===== src/rtl/vending_pkg.sv =====
// Shared definitions for the vending controller: FSM states, coin encodings,
// item codes, the fixed price table and the combinational decode/lookup helpers.
package vending_pkg;

  typedef enum logic [1:0] {IDLE, COLLECT, DONE} state_e;

  typedef struct packed {
    logic       valid;
    logic [7:0] price;
  } price_t;

  localparam logic [4:0] COIN_1  = 5'b00001;
  localparam logic [4:0] COIN_2  = 5'b00010;
  localparam logic [4:0] COIN_5  = 5'b00100;
  localparam logic [4:0] COIN_10 = 5'b01000;
  localparam logic [4:0] COIN_20 = 5'b10000;

  localparam logic [7:0] ITEM_A5 = 8'hA5;
  localparam logic [7:0] ITEM_F2 = 8'hF2;
  localparam logic [7:0] ITEM_E4 = 8'hE4;
  localparam logic [7:0] ITEM_10 = 8'h10;
  localparam logic [7:0] ITEM_25 = 8'h25;

  localparam logic [7:0] PRICE_A5 = 8'd20;
  localparam logic [7:0] PRICE_F2 = 8'd30;
  localparam logic [7:0] PRICE_E4 = 8'd12;
  localparam logic [7:0] PRICE_10 = 8'd5;
  localparam logic [7:0] PRICE_25 = 8'd15;

  // Anything that is not exactly one-hot is worth nothing.
  function automatic logic [7:0] coin_value(input logic [4:0] c);
    case (c)
      COIN_1:  return 8'd1;
      COIN_2:  return 8'd2;
      COIN_5:  return 8'd5;
      COIN_10: return 8'd10;
      COIN_20: return 8'd20;
      default: return 8'd0;
    endcase
  endfunction

  function automatic price_t price_lookup(input logic [7:0] code);
    case (code)
      ITEM_A5: return '{valid: 1'b1, price: PRICE_A5};
      ITEM_F2: return '{valid: 1'b1, price: PRICE_F2};
      ITEM_E4: return '{valid: 1'b1, price: PRICE_E4};
      ITEM_10: return '{valid: 1'b1, price: PRICE_10};
      ITEM_25: return '{valid: 1'b1, price: PRICE_25};
      default: return '{valid: 1'b0, price: 8'd0};
    endcase
  endfunction

endpackage


===== src/rtl/vending_machine.sv =====
// Single-item vending controller: latches price at session start, accumulates coins, vends with change.
// All outputs registered (one-cycle latency); no backpressure, one coin is credited per clock.
module vending_machine
  import vending_pkg::*;
(
  input  logic       clk,
  input  logic       rst,
  input  logic [7:0] item,
  input  logic [4:0] coin_val,
  input  logic       disp,
  output logic [4:0] chng,
  output logic       no_fund,
  output logic       no_item
);

  state_e     state_q, state_d;
  logic [7:0] amt_ip, amt_ip_d;
  logic [7:0] price, price_d;
  logic [4:0] chng_q, chng_d;
  logic       no_fund_q, no_fund_d;
  logic       no_item_q, no_item_d;

  logic [7:0] coin;
  logic [7:0] sum;
  price_t     lookup;

  assign coin   = coin_value(coin_val);
  assign lookup = price_lookup(item);
  assign sum    = amt_ip + coin;

  always_ff @(posedge clk) begin
    if (rst) begin
      state_q   <= IDLE;
      amt_ip    <= 8'd0;
      price     <= 8'd0;
      chng_q    <= 5'd0;
      no_fund_q <= 1'b0;
      no_item_q <= 1'b0;
    end else begin
      state_q   <= state_d;
      amt_ip    <= amt_ip_d;
      price     <= price_d;
      chng_q    <= chng_d;
      no_fund_q <= no_fund_d;
      no_item_q <= no_item_d;
    end
  end

  always_comb begin
    state_d   = state_q;
    amt_ip_d  = amt_ip;
    price_d   = price;
    chng_d    = chng_q;
    no_fund_d = no_fund_q;
    no_item_d = no_item_q;

    case (state_q)
      IDLE: begin
        if (disp) begin
          if (lookup.valid) begin
            price_d   = lookup.price;
            amt_ip_d  = coin;
            chng_d    = 5'd0;
            no_fund_d = 1'b0;
            no_item_d = 1'b0;
            if (coin >= lookup.price) begin
              chng_d  = 5'(coin - lookup.price);
              state_d = DONE;
            end else begin
              state_d = COLLECT;
            end
          end else begin
            no_item_d = 1'b1;
            price_d   = 8'd0;
          end
        end
      end
      COLLECT: begin
        if (disp) begin
          if (sum >= price) begin
            chng_d   = 5'(sum - price);
            amt_ip_d = 8'd0;
            state_d  = DONE;
          end else begin
            amt_ip_d = sum;
          end
        end else begin
          // Abandoned underfunded: refund the whole credit, so it always fits in 5 bits.
          chng_d    = amt_ip[4:0];
          no_fund_d = 1'b1;
          amt_ip_d  = 8'd0;
          state_d   = IDLE;
        end
      end
      DONE: begin
        if (!disp) state_d = IDLE;
      end
      default: state_d = IDLE;
    endcase
  end

  assign chng    = chng_q;
  assign no_fund = no_fund_q;
  assign no_item = no_item_q;

endmodule


===== config.mk =====
export PLATFORM = sky130hd
export DESIGN_NAME = vending_machine
export DESIGN_NICKNAME = d
export VERILOG_FILES = /design/src/rtl/vending_pkg.sv /design/src/rtl/vending_machine.sv
export SDC_FILE = /design/constraint.sdc
export NUM_CORES = 1
export LEC_CHECK = 0
export ABC_AREA = 1
export CELL_PAD_IN_SITES_DETAIL_PLACEMENT = 1
export CELL_PAD_IN_SITES_GLOBAL_PLACEMENT = 1
export CORE_ASPECT_RATIO = 0.8
export CORE_MARGIN = 2
export CORE_UTILIZATION = 36
export DETAILED_ROUTE_END_ITERATION = 8
export PLACE_DENSITY = 0.8
export SLEW_MARGIN = 0
export SYNTH_ARGS = -nofsm -noshare
export SYNTH_HDL_FRONTEND = slang
export SYNTH_SLANG_ARGS = --single-unit

===== constraint.sdc =====
create_clock -name clk -period 3.15 [get_ports clk]
set_input_delay 0.63 -clock clk [delete_from_list [all_inputs] [get_ports clk]]
set_output_delay 0.63 -clock clk [all_outputs]
set_load 0.05 [all_outputs]

==> flow_results.xml, run 1 <==
<?xml version="1.0" encoding="UTF-8"?>
<metrics>
  <group name="grt">
    <metric name="grt_first_pass_wirelength" unit="microns">13500</metric>
    <metric name="grt_max_degree" unit="">17</metric>
    <metric name="sum_of_overflow_across_all_layers_after_global_routing" unit="">0</metric>
    <metric name="grt_antenna_before_repair" unit="">0</metric>
    <metric name="gr-usage-all-layers" unit="">0.281</metric>
    <metric name="grt_pass1_vias" unit="">2713</metric>
  </group>
  <group name="finish">
    <metric name="seq_area" unit="sq um">440</metric>
    <metric name="num_antenna_cells" unit="">0</metric>
    <metric name="num-nets-final" unit="">459</metric>
    <metric name="post-route-util" unit="">0.583</metric>
    <metric name="area_delta_synth_final" unit="%">56.0</metric>
    <metric name="multi_input_area" unit="sq um">1640</metric>
    <metric name="final_layout_size_suffix_gt1_frac" unit="">0.390</metric>
    <metric name="num-fill-cells" unit="">707</metric>
  </group>
  <group name="pwr">
    <metric name="vdd_drop_max" unit="mV">0.228</metric>
    <metric name="power_report.internal_total" unit="mW">0.571</metric>
    <metric name="total_power" unit="mW">0.840</metric>
    <metric name="power.share.switching" unit="">0.320</metric>
    <metric name="leakagePower" unit="nW">1.58</metric>
    <metric name="power.sequential.fraction" unit="">0.349</metric>
    <metric name="power.switching" unit="mW">0.269</metric>
    <metric name="power.share.combinational" unit="">0.314</metric>
    <metric name="p_per_area" unit="nW/um^2">265</metric>
    <metric name="pwr-share-clk" unit="">0.337</metric>
  </group>
  <group name="detailed_routing">
    <metric name="routedLengthMet1" unit="microns">3880</metric>
    <metric name="highest-signal-layer" unit="">met4</metric>
    <metric name="post_drt_via_cell_ratio" unit="">5.18</metric>
    <metric name="drt_pre_antenna_iters" unit="">4</metric>
    <metric name="wl_met2" unit="microns">4590</metric>
    <metric name="totalWireLength" unit="microns">9170</metric>
    <metric name="ant_nets" unit="">0</metric>
    <metric name="avgRoutedWirePerCell" unit="microns">18.3</metric>
    <metric name="drcViolationCount" unit="">0</metric>
    <metric name="route.met3.wl" unit="microns">283</metric>
    <metric name="detailedRoute.firstIterationViolations" unit="">169</metric>
    <metric name="routed-via-count" unit="">2594</metric>
  </group>
  <group name="synth">
    <metric name="post_synth.cell_area_avg" unit="sq um">6.15</metric>
    <metric name="synth.yosys.seq_area_share" unit="">0.217</metric>
    <metric name="synth_area" unit="sq um">2030</metric>
    <metric name="synth_enable_flop_cells" unit="">0</metric>
    <metric name="yosys-top-cells-area" unit="">dfxtp_1 (22%), nand2_1 (16%), nor2_1 (9.8%)</metric>
    <metric name="synthesis.nets" unit="">365</metric>
    <metric name="synth_cell_types" unit="">28</metric>
    <metric name="synth.ff_latch_count" unit="">22</metric>
    <metric name="netlist.area_leader.share" unit="">0.217</metric>
    <metric name="synth-async-reset-ratio" unit="">0</metric>
    <metric name="most_instantiated_flip_flop_cell_in_the_synthesis_netlist" unit="">dfxtp_1</metric>
    <metric name="cells_after_synth" unit="">330</metric>
    <metric name="yosysMostFrequentCell" unit="">nand2_1</metric>
    <metric name="yosys-top-cells-count" unit="">nand2_1 (86), nor2_1 (53), inv_1 (52)</metric>
    <metric name="yosysTopAreaCell" unit="">dfxtp_1</metric>
    <metric name="count_of_warnings_emitted_by_yosys" unit="">0</metric>
  </group>
  <group name="setup_path">
    <metric name="worst_r2r_startpoint" unit="">amt_ip[0]</metric>
    <metric name="count_of_buffering_cells_on_the_critical_path_with_inverters_included" unit="">3</metric>
    <metric name="worstRegToRegCells" unit="">15</metric>
    <metric name="cp.required" unit="ns">3.32</metric>
    <metric name="cp_slowest_cell" unit="">fa_2</metric>
    <metric name="critPathTopFamily" unit="">simple AND/OR/NAND/NOR gates</metric>
    <metric name="critical_path_arrival" unit="ns">3.25</metric>
    <metric name="timing.critical_path.mode_cell" unit="">nand2_2</metric>
    <metric name="worstSetupEndpointType" unit="">flop</metric>
    <metric name="slack_of_the_worst_reg_to_reg_path" unit="ns">0.50</metric>
    <metric name="path_max_fanout" unit="">6</metric>
    <metric name="setup.worst_path.start_class" unit="">primary input</metric>
    <metric name="timing_worst_setup_path_type" unit="">in -&gt; reg</metric>
    <metric name="cp_cell_sequence" unit="">buf_6 -&gt; buf_6 -&gt; nand4_1 -&gt; nand2_2 -&gt; buf_6 -&gt; fa_2 -&gt; nand2_2 -&gt; nand2_2 -&gt; nand2_2 -&gt; xnor2_2 -&gt; ha_1 -&gt; nand4_1 -&gt; nand2_1 -&gt; nor2_2 -&gt; nand3_2 -&gt; nor2_4 -&gt; nor2_4 -&gt; nor2_2 -&gt; nor2_1</metric>
    <metric name="cpPeakStageDelay" unit="ns">0.41</metric>
    <metric name="capture_instance_of_the_worst_register_to_register_path" unit="">chng[0]</metric>
  </group>
  <group name="timing">
    <metric name="slew-limit-headroom" unit="">0.617</metric>
    <metric name="finalCriticalPeriod" unit="ns">3.08</metric>
    <metric name="final.setup_skew" unit="ns">0.00657</metric>
    <metric name="clock.fmax" unit="MHz">325</metric>
    <metric name="report.final.slew_viol_count" unit="">0</metric>
    <metric name="final_hold_viol_count" unit="">0</metric>
    <metric name="share_of_the_clock_period_used_by_the_worst_path_after_layout" unit="">0.976</metric>
    <metric name="max_slew.worst_pin.slew" unit="ns">0.573</metric>
    <metric name="setup_viol" unit="">0</metric>
    <metric name="grt_setup_unrepaired" unit="">yes</metric>
  </group>
  <group name="hold_path">
    <metric name="holdPathEnd" unit="">no_fund</metric>
    <metric name="hold_depth" unit="">2</metric>
    <metric name="hp-start" unit="">no_fund</metric>
    <metric name="min_path_type" unit="">reg -&gt; reg</metric>
  </group>
  <group name="cts">
    <metric name="clk_pin_slew" unit="ns">0.09</metric>
    <metric name="clock_tree_from_tritoncts" unit="">done</metric>
    <metric name="htree_levels" unit="">1</metric>
    <metric name="worstSkewPairLatency" unit="ns">0.28</metric>
    <metric name="clock_path_buffers" unit="">2</metric>
    <metric name="cts_hold_buffers" unit="">0</metric>
    <metric name="cts-root-buf" unit="">clkbuf_8</metric>
    <metric name="cts_inserted_buffers" unit="">3</metric>
    <metric name="cts_num_sinks" unit="">22</metric>
  </group>
  <group name="floorplan">
    <metric name="floorplan.die_area" unit="sq um">6260</metric>
    <metric name="num_rows" unit="">24</metric>
    <metric name="die_height" unit="microns">71.2</metric>
    <metric name="die_w" unit="microns">87.9</metric>
    <metric name="start_util" unit="">0.373</metric>
    <metric name="core" unit="sq um">5440</metric>
    <metric name="number_of_ports_placed_on_the_die_boundary" unit="">23</metric>
  </group>
  <group name="placed_design">
    <metric name="port-buffer-count" unit="">22</metric>
    <metric name="total_half_perimeter_wirelength_after_legalization_and_detailed_placement" unit="microns">5390</metric>
    <metric name="finalWeightedCongestion" unit="">0.868</metric>
  </group>
  <group name="run">
    <metric name="max_cap_violations" unit="">0</metric>
  </group>
  <group name="run_status">
    <metric name="run_status" unit="">finished clean</metric>
  </group>
</metrics>
stage by stage:
step | hold slack [ns] | cell area [sq um] | setup WS (ns) | setup TNS (ns) | std cells
floorplan | 0.439 | 2030 | 0.0621 | 0 | 330
detailed placement | 0.461 | 2590 | -0.668 | -7.08 | 462
global route | 0.495 | 3170 | -0.0554 | -0.218 | 501
global placement | 0.450 | 2590 | -0.565 | -6.22 | 462
CTS | 0.477 | 3010 | 0.0860 | 0 | 493
finish | 0.478 | 3170 | 0.0743 | 0 | 501
worst register-to-register path, cell delays in order (launching register included):
cell	delay, ns
dfxtp_1	0.36
ha_4	0.19
fa_2	0.40
nand2_2	0.10
nand2_2	0.06
nand2_2	0.08
xnor2_2	0.14
ha_1	0.30
nand4_1	0.14
nand2_1	0.10
nor2_2	0.12
nand3_2	0.08
nor2_4	0.23
nor2_4	0.09
nor2_2	0.11
nor2_1	0.04
sequential cells by signal, indices dropped and copies added, names as in the netlist:
name and cells:
no_item 1, amt_ip 8, no_fund 1, state_q 2, chng 5, price 5
layer usage:
metal,up-vias,GRT usage
met5,-,0
met4,0,0.103
met3,41,0.0350
met2,75,0.489
met1,1255,0.354
li1,1223,-
cells by family after synthesis:
| kind of cell | count (synthesis) | share of synthesized area |
|---|---|---|
| and+or+nand+nor | 193 | 0.424 |
| buffers and inverters | 58 | 0.112 |
| AOI/OAI and AO/OA | 33 | 0.0931 |
| DFF | 22 | 0.217 |
| adders and majority gates | 19 | 0.132 |
| xor gates and xnor gates | 5 | 0.0216 |
layout make-up:
class,instances,area share
Multi-Input combinational cell,250,0.518
Clock inverter,1,0.00948
Clock buffer,3,0.0130
Tap cell,78,0.0308
Sequential cell,22,0.139
Timing Repair Buffer,92,0.223
Inverter,55,0.0668
worst max-delay path by stage:
stage	to	startpoint	slack [ns]	cells past startpoint
2_1_floorplan	chng[0]	coin_val[1]	0.06	18
3_3_place_gp	chng[2]	coin_val[4]	-0.57	19
3_5_place_dp	state_q[0]	coin_val[4]	-0.67	17
4_1_cts	chng[4]	item[2]	0.09	18
5_1_grt	chng[0]	coin_val[3]	-0.06	19
6_report	chng[0]	coin_val[1]	0.07	19
cells in the final DEF, fill, tap and decap left out, types with 2 or more instances in the layout:
master,instances
nand2_1,74
buf_4,68
inv_1,43
nor2_1,40
nand3_1,22
dfxtp_1,22
nor2_2,16
nand2_2,15
a21oi_1,15
inv_2,11
clkbuf_2,9
clkdlybuf4s50_1,9
nor2_4,8
ha_1,8
ha_4,6
nand3_2,5
o21ai_0,5
a21oi_2,5
nor3_1,4
buf_6,4
nand4_1,3
fa_2,3
clkbuf_8,3
nand3b_1,2
xor2_4,2
o21ai_1,2
xnor2_1,2
o22ai_1,2
o211ai_1,2
repair_timing:
item                       4_1_cts  5_1_grt
buffers inserted                27        8
pin swaps                       34       43
setup endpoints to repair       12       12
gates resized for setup         51       65
power groups by stage:
stage | Combinational [mW] | Sequential (mW) | Clock [mW]
final | 0.264 | 0.294 | 0.283
after global routing | 0.284 | 0.295 | 0.297
after CTS | 0.219 | 0.292 | 0.285
after detailed placement | 0.194 | 0.298 | 0
after global placement | 0.186 | 0.298 | 0
after floorplan | 0.105 | 0.308 | 0
Power figures use the tool's default switching activity.
==> run 2, diff against run 1 <==
--- a/config.mk
+++ b/config.mk
@@ -9,10 +9,9 @@
 export CELL_PAD_IN_SITES_DETAIL_PLACEMENT = 1
 export CELL_PAD_IN_SITES_GLOBAL_PLACEMENT = 1
 export CORE_ASPECT_RATIO = 0.8
-export CORE_MARGIN = 2
-export CORE_UTILIZATION = 36
+export CORE_UTILIZATION = 42
 export DETAILED_ROUTE_END_ITERATION = 8
-export PLACE_DENSITY = 0.8
+export PLACE_DENSITY = 0.88
 export SLEW_MARGIN = 0
 export SYNTH_ARGS = -nofsm -noshare
 export SYNTH_HDL_FRONTEND = slang
==> constraint.sdc (replaced) <==
create_clock -name clk -period 3.9 [get_ports clk]
set_input_delay 0.78 -clock clk [delete_from_list [all_inputs] [get_ports clk]]
set_output_delay 0.78 -clock clk [all_outputs]
set_load 0.05 [all_outputs]
==> flow_results.xml, run 2 (same netlist as run 1, synthesis figures left out) <==
<?xml version="1.0" encoding="UTF-8"?>
<metrics>
  <group name="cts">
    <metric name="clock_path_buffers" unit="">2</metric>
    <metric name="htree_levels" unit="">1</metric>
    <metric name="cts_hold_buffers" unit="">0</metric>
    <metric name="worstSkewPairLatency" unit="ns">0.27</metric>
    <metric name="clock_tree_from_tritoncts" unit="">done</metric>
    <metric name="cts_num_sinks" unit="">22</metric>
    <metric name="clk_pin_slew" unit="ns">0.09</metric>
    <metric name="cts_inserted_buffers" unit="">3</metric>
    <metric name="cts-root-buf" unit="">clkbuf_8</metric>
  </group>
  <group name="pwr">
    <metric name="vdd_drop_max" unit="mV">0.118</metric>
    <metric name="leakagePower" unit="nW">1.28</metric>
    <metric name="p_per_area" unit="nW/um^2">249</metric>
  </group>
  <group name="hold_path">
    <metric name="min_path_type" unit="">reg -&gt; reg</metric>
  </group>
  <group name="timing">
    <metric name="fin_hold_ws" unit="ns">0.469</metric>
    <metric name="share_of_the_clock_period_used_by_the_worst_path_after_layout" unit="">0.928</metric>
    <metric name="slew-limit-headroom" unit="">0.634</metric>
    <metric name="report.final.slew_viol_count" unit="">0</metric>
    <metric name="clock.fmax" unit="MHz">276</metric>
    <metric name="max_slew.worst_pin.slew" unit="ns">0.548</metric>
    <metric name="finalCriticalPeriod" unit="ns">3.62</metric>
    <metric name="final.setup_skew" unit="ns">0.00757</metric>
    <metric name="setup_viol" unit="">0</metric>
    <metric name="final_critical_path_setup_slack" unit="ns">0.282</metric>
    <metric name="final_hold_viol_count" unit="">0</metric>
  </group>
  <group name="placed_design">
    <metric name="port-buffer-count" unit="">22</metric>
    <metric name="finalWeightedCongestion" unit="">0.927</metric>
    <metric name="pre_cts_slack" unit="ns">0.00972</metric>
    <metric name="total_half_perimeter_wirelength_after_legalization_and_detailed_placement" unit="microns">4820</metric>
  </group>
  <group name="detailed_routing">
    <metric name="post_drt_via_cell_ratio" unit="">5.01</metric>
    <metric name="ant_nets" unit="">0</metric>
    <metric name="drt_pre_antenna_iters" unit="">4</metric>
    <metric name="totalWireLength" unit="microns">5950</metric>
    <metric name="drcViolationCount" unit="">0</metric>
    <metric name="detailedRoute.firstIterationViolations" unit="">89</metric>
    <metric name="routed-via-count" unit="">2115</metric>
    <metric name="avgRoutedWirePerCell" unit="microns">14.1</metric>
  </group>
  <group name="finish">
    <metric name="mostFrequentLayoutCell" unit="">nand2_1</metric>
    <metric name="number_of_flip_flops_under_the_largest_register_name" unit="">8</metric>
    <metric name="num_antenna_cells" unit="">0</metric>
    <metric name="most-common-layout-cells" unit="">nand2_1 (86), inv_1 (52), nor2_1 (51)</metric>
    <metric name="max_flop_register" unit="">amt_ip</metric>
    <metric name="post-route-util" unit="">0.530</metric>
    <metric name="num-nets-final" unit="">398</metric>
    <metric name="final_layout_size_suffix_gt1_frac" unit="">0.122</metric>
    <metric name="area_delta_synth_final" unit="%">20.8</metric>
  </group>
  <group name="floorplan">
    <metric name="number_of_ports_placed_on_the_die_boundary" unit="">23</metric>
    <metric name="floorplan.die_area" unit="sq um">5120</metric>
    <metric name="num_rows" unit="">22</metric>
    <metric name="core" unit="sq um">4620</metric>
    <metric name="die_height" unit="microns">64.2</metric>
    <metric name="die_w" unit="microns">79.7</metric>
    <metric name="start_util" unit="">0.439</metric>
  </group>
  <group name="setup_path">
    <metric name="cp.required" unit="ns">4.07</metric>
    <metric name="worstSetupEndpointType" unit="">flop</metric>
    <metric name="critical_path_arrival" unit="ns">3.79</metric>
    <metric name="timing_worst_setup_path_type" unit="">in -&gt; reg</metric>
    <metric name="setup.worst_path.start_class" unit="">primary input</metric>
    <metric name="path_max_fanout" unit="">6</metric>
  </group>
  <group name="grt">
    <metric name="grt_antenna_before_repair" unit="">0</metric>
    <metric name="grt_pass1_vias" unit="">2222</metric>
    <metric name="gr-usage-all-layers" unit="">0.258</metric>
    <metric name="grt_first_pass_wirelength" unit="microns">10200</metric>
    <metric name="sum_of_overflow_across_all_layers_after_global_routing" unit="">0</metric>
    <metric name="grt_max_degree" unit="">17</metric>
  </group>
  <group name="run_status">
    <metric name="run_status" unit="">finished clean</metric>
  </group>
  <group name="run">
    <metric name="max_cap_violations" unit="">0</metric>
  </group>
</metrics>
## run 2: report_power, final
group | switching (mW) | leakage (nW) | internal (mW)
logic | 0.0904 | 1.06 | 0.0610
registers | 0.00422 | 0.178 | 0.231
clock network | 0.0865 | 0.0357 | 0.137
## run 2: area by class of cell
type | instances | area, sq um
clock buffer | 3 | 41.3
inverter | 55 | 206
multi-input combinational | 250 | 1370
clock inverter | 1 | 30.0
timing repair buffer | 31 | 288
sequential | 22 | 440
fill | 663 | 2170
tap | 60 | 75.1
## run 2: through the flow
| stage | total power, mW | std cells | setup TNS [ns] | area [sq um] |
|---|---|---|---|---|
| finish | 0.611 | 422 | 0 | 2450 |
| global route | 0.640 | 422 | -0.136 | 2450 |
| CTS | 0.609 | 422 | 0 | 2440 |
| detailed placement | 0.385 | 418 | 0 | 2370 |
| global placement | 0.380 | 418 | 0 | 2370 |
| floorplan | 0.333 | 330 | 0 | 2030 |
## run 2: path summary, 6_finish.rpt
check,depth (start not counted),from,slack (ns),to
min,2,price[2],0.47,price[2]
max,20,coin_val[1],0.28,chng[1]
min reg2reg,2,price[2],0.47,price[2]
max reg2reg,15,amt_ip[2],1.31,chng[1]
## run 2: what timing repair did
action / CTS / global route
buffers inserted: 0 / 0
gates resized for setup: 0 / 5
endpoints found under the setup margin: 0 / 9
endpoints found under the hold margin: 0 / 0
## run 2: per-layer routing
metal	track usage	part of all wire	vias to the layer above
met5	0	0	-
met4	0.0205	0	0
met3	0.0343	0.031	0
met2	0.450	0.46	25
met1	0.349	0.51	988
li1	-	-	1102
## run 2: worst max-delay path, stage by stage
cell             delay [ns]
clkdlybuf4s50_1        0.47
nor2_2                 0.18
nand4_1                0.14
nand2_1                0.20
ha_1                   0.28
nand2_1                0.08
nand2_1                0.07
nand2_1                0.07
xor2_1                 0.22
ha_1                   0.30
nand2_1                0.09
nand2_1                0.08
nor2_1                 0.15
nor2_1                 0.07
nor2_2                 0.11
nand3_2                0.08
nor2_4                 0.18
nor2_2                 0.09
nor2_1                 0.10
nor2_1                 0.05
